$ cat src/rtl/nes_joypad_serializer.sv
// nes_joypad_serializer: NES controller responder that latches synchronized buttons and shifts one bit out per CPU read
module nes_joypad_serializer #(
  parameter int SYNC_STAGES = 2,
  parameter bit FILL_BIT = 1'b1,
  parameter bit MASK_OPPOSING = 1'b1
) (
  input  logic       clk,
  input  logic       rst,
  input  logic       strobe,
  input  logic       shift_pulse,
  input  logic [7:0] buttons,
  output logic       data_out,
  output logic [3:0] bits_read
);
  logic [7:0] sync [SYNC_STAGES];
  logic [7:0] btn_s, btn_m, sr;
  logic shift_pulse_q, shift_edge;
  assign btn_s = sync[SYNC_STAGES-1];
  assign btn_m = {(MASK_OPPOSING && (&btn_s[7:6])) ? 2'b00 : btn_s[7:6],
                  (MASK_OPPOSING && (&btn_s[5:4])) ? 2'b00 : btn_s[5:4],
                  btn_s[3:0]};
  assign shift_edge = shift_pulse & ~shift_pulse_q;
  always_ff @(posedge clk) begin
    if (rst) begin
      for (int i = 0; i < SYNC_STAGES; i++) sync[i] <= '0;
    end else begin
      sync[0] <= buttons;
      for (int i = 1; i < SYNC_STAGES; i++) sync[i] <= sync[i-1];
    end
  end
  // strobe outranks shift so a read during reload keeps returning A
  always_ff @(posedge clk) begin
    if (rst) begin
      sr <= '0;
      bits_read <= '0;
      data_out <= 1'b0;
      shift_pulse_q <= 1'b0;
    end else begin
      shift_pulse_q <= shift_pulse;
      data_out <= sr[0];
      if (strobe) begin
        sr <= btn_m;
        bits_read <= '0;
      end else if (shift_edge) begin
        sr <= {FILL_BIT, sr[7:1]};
        bits_read <= bits_read + 4'(bits_read != 4'd8);
      end
    end
  end
endmodule

$ cat config.mk
export PLATFORM = sky130hd
export DESIGN_NAME = nes_joypad_serializer
export DESIGN_NICKNAME = d
export VERILOG_FILES = /design/src/rtl/nes_joypad_serializer.sv
export SDC_FILE = /design/constraint.sdc
export NUM_CORES = 1
export LEC_CHECK = 0
export CAP_MARGIN = 10
export CORE_UTILIZATION = 25
export DETAILED_ROUTE_END_ITERATION = 12
export SYNTH_ARGS = -nofsm -noshare
export SYNTH_HDL_FRONTEND = slang
export SYNTH_SLANG_ARGS = --single-unit
$ cat constraint.sdc
create_clock -name clk -period 2.3 [get_ports clk]
set_clock_uncertainty 0.1 [all_clocks]
set_input_delay 0.46 -clock clk [delete_from_list [all_inputs] [get_ports clk]]
set_output_delay 0.46 -clock clk [all_outputs]
set_load 0.05 [all_outputs]
-- Word level (Yosys, flattened, before mapping)
Memories as Yosys holds them, arrays and structs flattened.
Index checks and enable logic that the tools add are counted.
- memories kept: 1
- RAM bits: 16
- output and inout port bits: 5
- word-level logic and storage cells: 24
- flip-flop bits (word level): 14
- memory list (memory ; words ; bits a word ; rd ports ; clocked after Yosys merged registers in ; wr ports ; RTL line ; source):
    sync ; 2 ; 8 ; 2 ; 0 ; 2 ; 15 ; logic [7:0] sync [SYNC_STAGES];
- add/subtract/negate cells: 1
- mux-type cells: 9
- bitwise operators: 4
- reductions and logical operators: 4
- equal/unequal tests: 1
- operators with widths (operator ; count):
    $mux W8 ; 4
    $add A4 B1 Y4 ; 1
    $mux W2 ; 2
    $ne A4 B4 Y1 const B ; 1
    $reduce_and A2 Y1 ; 2
    $mux W1 ; 3
    $or A1 B1 Y1 ; 2
    $reduce_bool A2 Y1 ; 1
    $reduce_or A2 Y1 ; 1
    $and A1 B1 Y1 ; 1
    $not A1 Y1 ; 1

-- Depth between registers and ports, before layout
Gate-level depths: netlist of the first run.
- depth after elaboration: 4
- gate-level depth with buffers: 7
- depth with buffers taken out: 7

-- Worst setup path before layout of the first run
No wires, ideal clock.
- path kind: register to register
- from: register bits_read[0]
- to: register bits_read[3]
- slack: 0.326 ns
- data required time: 2.120 ns
- stages on the path, launching flop included: 8
- library setup time: 0.080 ns
- arrival time: 1.794 ns
- path through: dfxtp_1 -> inv_1 -> ha_1 -> nand3b_1 -> ha_1 -> nand3_1 -> or3_1 -> a211oi_2
- word-level cells in the longest chain between the ends: 2
- ends and longest elaborated chain (item ; RTL line ; source):
    start, declared ; 13 ; output logic [3:0] bits_read
    start signal, assigned ; 46 ; bits_read <= bits_read + 4'(bits_read != 4'd8);
    $ne A4 B4 Y1 ; 46 ;
    $add A4 B1 Y4 * ; 46 ;
Mark *: on every way between the ends. The rest lies on a longest branch, timed or not.
A chain may end at the register's enable or synchronous reset.

-- Worst setup path after layout of the first run
- from: register bits_read[1]
- to: output port bits_read[1]
No word-level cell between the ends.

==> results.ini, run 1 <==
[clock_tree]
cts_tree = built
cts_buffers = 5
ctsResizeCount = 0
clk_latency_ns = 0.27
cts.htree.levels = 2
path_clk_slew_ns = 0.06
post_cts_buffers = 0
hold_buffers = 0
cts-root-buf = clkbuf_8
cts_buffer_depth = 2
clock-sinks = 30

[detailed_routing]
via_per_inst = 4.05
wl_per_cell_um = 9.39
drcViolationCount = 0
num_vias = 708
ant_nets = 0
first_iter_violations = 35
drt-total-wl_mm = 1.64
dr.pass1.iters = 4

[power]
powerDensity_nw_per_um2 = 804
finalPower_mw = 1.18
p_leak_nw = 0.573
ir_drop_mv = 0.310

[timing]
hold_viol = 0
max_clock_freq_ghz = 0.479
period_share_pct = 90.8
min_period_ns = 2.09
setup_tns_ns = 0
worst_pin_slew_ns = 0.496
maxSlewViolCount = 0
worst_slack_ns = 0.212
slew_headroom_pct = 66.9
setup-violations-final = 0
rsz0062_at_grt = false

[grt]
grt_pass1_wl_mm = 2.95
grt_use_total_pct = 8.29
gr-total-overflow = 0
antenna_found_initial = 0
grt_busiest_layer = met2
use_met2_pct = 10.6
grtUsageMet3_pct = 4.80
grt_pass1_vias = 641
met1_usage_pct = 10.4
grt_max_degree = 31

[setup_path]
path_delay_family = buffers and inverters
crit_path_top_delay_cell = clkdlybuf4s50_1
crit_chain = clkdlybuf4s50_1
path_depth = 1
slowest_delay_ns = 0.84
cp_num_buf_inv = 1
critPathKind = register to output pin
crit_path_max_fanout = 5
start_kind = register
rr_worst_depth = 7
worstSetupEndpointType = output pin
arrival_ns = 1.53
critPathRequiredTime_ns = 1.74

[synthesis]
ys_ff_latch = 30
yosysWarnings = 0
syn_nets = 118
synth.avg_cell_area_um2 = 11.0
synth_area_um2 = 1130
post_synth_num_cell_types = 22
seq_area_frac_synth_pct = 53.1
synthCells = 103

[floorplanning]
core-area_um2 = 4350
start_util_pct = 26.0
die_h_um = 69.3
ioPinCount = 17
rows = 24
dieArea_um2 = 4800
die_w_um = 69.3

[placement]
pre_cts_slack_ns = 0.338
gp_congestion = 0.676
placement.io_buffers = 16
place_hpwl_mm = 1.06

[worst_hold_path]
hold_class = register to register
hold_depth = 1

[layout]
layout.nets = 138
num_antenna_cells = 0
drive_gt1_share_pct = 14.6
area_growth_pct = 29.2

[job]
drv_cap = 0

[status]
status = finished, final reports clean

synthesized netlist by cell type:
library cell / count / area share [%]
a211oi_2: 1 / 1.1
o21a_1: 7 / 4.6
nand3_1: 1 / 0.44
nor3_1: 3 / 1.3
inv_1: 6 / 2.0
mux2_4: 6 / 8.0
a21oi_1: 7 / 3.1
dfxtp_1: 30 / 53
buf_6: 1 / 1.0
nand3b_1: 2 / 1.3
o21ai_1: 1 / 0.44
ha_1: 3 / 3.3
nor2_1: 1 / 0.33
nand2b_4: 1 / 1.2
nand2b_1: 4 / 2.2
xor2_1: 1 / 0.77
mux2_1: 1 / 1.0
clkbuf_1: 5 / 1.7
or3_1: 1 / 0.55
mux2i_1: 2 / 1.8
nor2b_1: 18 / 10
a221oi_1: 1 / 0.77
placed cells by master, fill, tap and decap left out, types with 2 or more instances in the layout:
cell type        instances
ha_1                     3
clkdlybuf4s50_1         16
clkbuf_8                 6
nand3b_1                 2
nand2b_1                 4
mux2_4                   6
mux2i_1                  2
nor2b_1                 18
nor3_1                   3
buf_4                    3
a21oi_1                  7
inv_1                    6
dfxtp_1                 30
o21a_1                   7
cell type report:
cell class              count  area, um2
clock buffers               6       82.6
flip-flops and latches     30        601
clock inverters             1       30.0
well taps                  52       65.1
inverters                   6       22.5
fillers                   425       2890
multi-input cells          61        478
repair buffers             19        183
layer usage:
| metal | part of all wire, % | wire length [um] |
|---|---|---|
| met1 | 50 | 829 |
| met2 | 41 | 672 |
| met3 | 6.0 | 99 |
| met4 | 2.6 | 42 |
| met5 | 0 | 0 |
worst paths after layout:
kind / from / end / slack [ns]
max: bits_read[1] / bits_read[1] / 0.21
max reg2reg: bits_read[0] / bits_read[3] / 0.59
min: sync[0][6] / sync[0][14] / 0.33
min reg2reg: sync[0][6] / sync[0][14] / 0.33
cells by family (layout without fill, tap and decap cells):
family          count (synthesis)  after routing  synth area share (%)
flops                          30             30                  53.1
simple gates                   31             31                  17.4
fa+ha+maj                       3              3                  3.32
mux                             9              9                  10.7
xor+xnor                        1              1                 0.774
compound gates                 17             17                  10.1
buf+inv                        12             32                  4.65
through the flow:
step	instance area [um2]	instances	utilization (%)	hold WS [ns]
floorplan	1130	103	-	0.314
global placement	1350	168	31.0	0.320
detailed placement	1350	168	31.0	0.320
CTS	1460	175	33.6	0.335
global route	1460	175	33.6	0.357
finish	1460	175	33.6	0.333
registers in the layout, summed over array words and instances, names as in the netlist:
name and count:
bits_read 4, sync 16, shift_pulse_q 1, sr 8, data_out 1
power breakdown:
part	total, mW	switching [mW]	internal, mW
Clock	0.525	0.179	0.346
Sequential	0.553	0.00899	0.544
Combinational	0.0972	0.0403	0.0570
Power figures use the tool's default switching activity.
==> run 2, diff against run 1 <==
--- a/config.mk
+++ b/config.mk
@@ -8,6 +8,7 @@
 export CAP_MARGIN = 10
 export CORE_UTILIZATION = 25
 export DETAILED_ROUTE_END_ITERATION = 12
+export RECOVER_POWER = 25
 export SYNTH_ARGS = -nofsm -noshare
 export SYNTH_HDL_FRONTEND = slang
 export SYNTH_SLANG_ARGS = --single-unit
==> run 2 against run 1 <==
Die area unchanged. Worst hold slack about the same. Sequential power about the same. Final area down 0.26%. Sequential share of layout area up 0.11 points. Combinational power down 0.4%. Maximum frequency unchanged. Largest power group unchanged. Core utilization down 0.086 points. Via count up 0.28%. Non-clock buffer count unchanged. First-iteration DRC count unchanged.
==> results.ini, run 2 (synthesized netlist as in run 1, its figures left out) <==
[status]
status = finished, final reports clean

[grt]
grt_use_total_pct = 8.29  ; unchanged
grt_max_degree = 31  ; unchanged
antenna_found_initial = 0  ; unchanged
grt_pass1_vias = 641  ; unchanged
grt_pass1_wl_mm = 2.95  ; unchanged
gr-total-overflow = 0  ; unchanged

[setup_path]
crit_chain = clkdlybuf4s50_1
start_kind = register
critPathKind = register to output pin
worstSetupEndpointType = output pin
crit_path_top_delay_cell = clkdlybuf4s50_1
arrival_ns = 1.53  ; about the same
slowest_delay_ns = 0.84  ; about the same
critPathRequiredTime_ns = 1.74  ; about the same
crit_path_max_fanout = 5  ; unchanged
path_delay_family = buffers and inverters
cp_num_buf_inv = 1  ; unchanged

[clock_tree]
clk_latency_ns = 0.27  ; about the same
clock-sinks = 30  ; unchanged
hold_buffers = 0  ; unchanged
cts_tree = built
cts_buffers = 5  ; unchanged
path_clk_slew_ns = 0.06  ; about the same
cts-root-buf = clkbuf_8
cts.htree.levels = 2  ; unchanged
post_cts_buffers = 0  ; unchanged
ctsResizeCount = 0  ; unchanged
cts_buffer_depth = 2  ; unchanged

[timing]
rsz0062_at_grt = false
min_period_ns = 2.09  ; unchanged
setup_tns_ns = 0  ; unchanged
setup-violations-final = 0  ; unchanged
max_clock_freq_ghz = 0.479  ; unchanged
slew_headroom_pct = 17.9  ; -49 points
maxSlewViolCount = 0  ; unchanged
period_share_pct = 90.8  ; unchanged
hold_viol = 0  ; unchanged
worst_pin_slew_ns = 1.23  ; +0.736 ns

[floorplanning]
die_w_um = 69.3  ; unchanged
dieArea_um2 = 4800  ; unchanged
start_util_pct = 26.0  ; unchanged
rows = 24  ; unchanged
die_h_um = 69.3  ; unchanged
ioPinCount = 17  ; unchanged
core-area_um2 = 4350  ; unchanged

[layout]
layout.nets = 138  ; unchanged
final_cell_mix = 30 x dfxtp_1, 18 x nor2b_1, 16 x clkdlybuf4s50_1, 7 x a21oi_1, 7 x o21a_1
final_util_pct = 33.5  ; -0.086 points
area_growth_pct = 28.9
stdcell_area_um2 = 1460  ; -0.26%
drive_gt1_share_pct = 13.8  ; -0.81 points
largest_register_ffs = 16  ; unchanged
largest-register = sync
final_common_cell = dfxtp_1
num_antenna_cells = 0  ; unchanged
top_regs = sync (16), sr (8), bits_read (4)

[detailed_routing]
via_per_inst = 4.06  ; +0.28%
ant_nets = 0  ; unchanged
num_vias = 710  ; +0.28%
wl_per_cell_um = 9.39  ; about the same
drt-total-wl_mm = 1.64  ; about the same
dr.pass1.iters = 4  ; unchanged
first_iter_violations = 35  ; unchanged
drcViolationCount = 0  ; unchanged

[power]
p_leak_nw = 0.570  ; -0.63%
finalPower_mw = 1.17  ; about the same
powerDensity_nw_per_um2 = 806  ; +0.22%
ir_drop_mv = 0.310  ; about the same

[job]
drv_cap = 0  ; unchanged

[placement]
detailed_place.area_um2 = 1350  ; unchanged
gp_congestion = 0.676  ; unchanged
place_hpwl_mm = 1.06  ; unchanged
placement.io_buffers = 16  ; unchanged

[worst_hold_path]
hold_class = register to register

## run 2: report_power, final
part / internal (mW) / leakage, nW / switching, mW / total, mW
Clock: 0.346 / 0.0573 / 0.179 / 0.525
Sequential: 0.544 / 0.247 / 0.00898 / 0.553
Combinational: 0.0565 / 0.265 / 0.0403 / 0.0968
## run 2: layout make-up
class                      instances  area [um2]
sequential                        30         601
timing repair buffer              19         179
inverter                           6        22.5
fill                             424        2900
tap                               52        65.1
multi-input combinational         61         478
clock buffer                       6        82.6
clock inverter                     1        30.0
## run 2: worst paths after layout
check,endpoint,cells after the start,slack (ns),start
max,bits_read[1],1,0.21,bits_read[1]
min,sync[0][14],1,0.33,sync[0][6]
max reg2reg,bits_read[3],7,0.57,bits_read[0]
min reg2reg,sync[0][14],1,0.33,sync[0][6]
## run 2: through the flow
step	setup slack, ns	std cells	hold slack [ns]
2_1_floorplan	0.326	103	0.314
3_3_place_gp	0.388	168	0.320
3_5_place_dp	0.338	168	0.320
4_1_cts	0.195	175	0.335
5_1_grt	0.116	175	0.357
6_report	0.212	175	0.333
## run 2: metal layers
metal,vias to the layer above,wire [um],track usage [%]
met2,19,675,10.6
met1,310,826,10.4
met3,5,99,4.80
met4,0,42,5.44
li1,376,-,-
met5,-,0,0
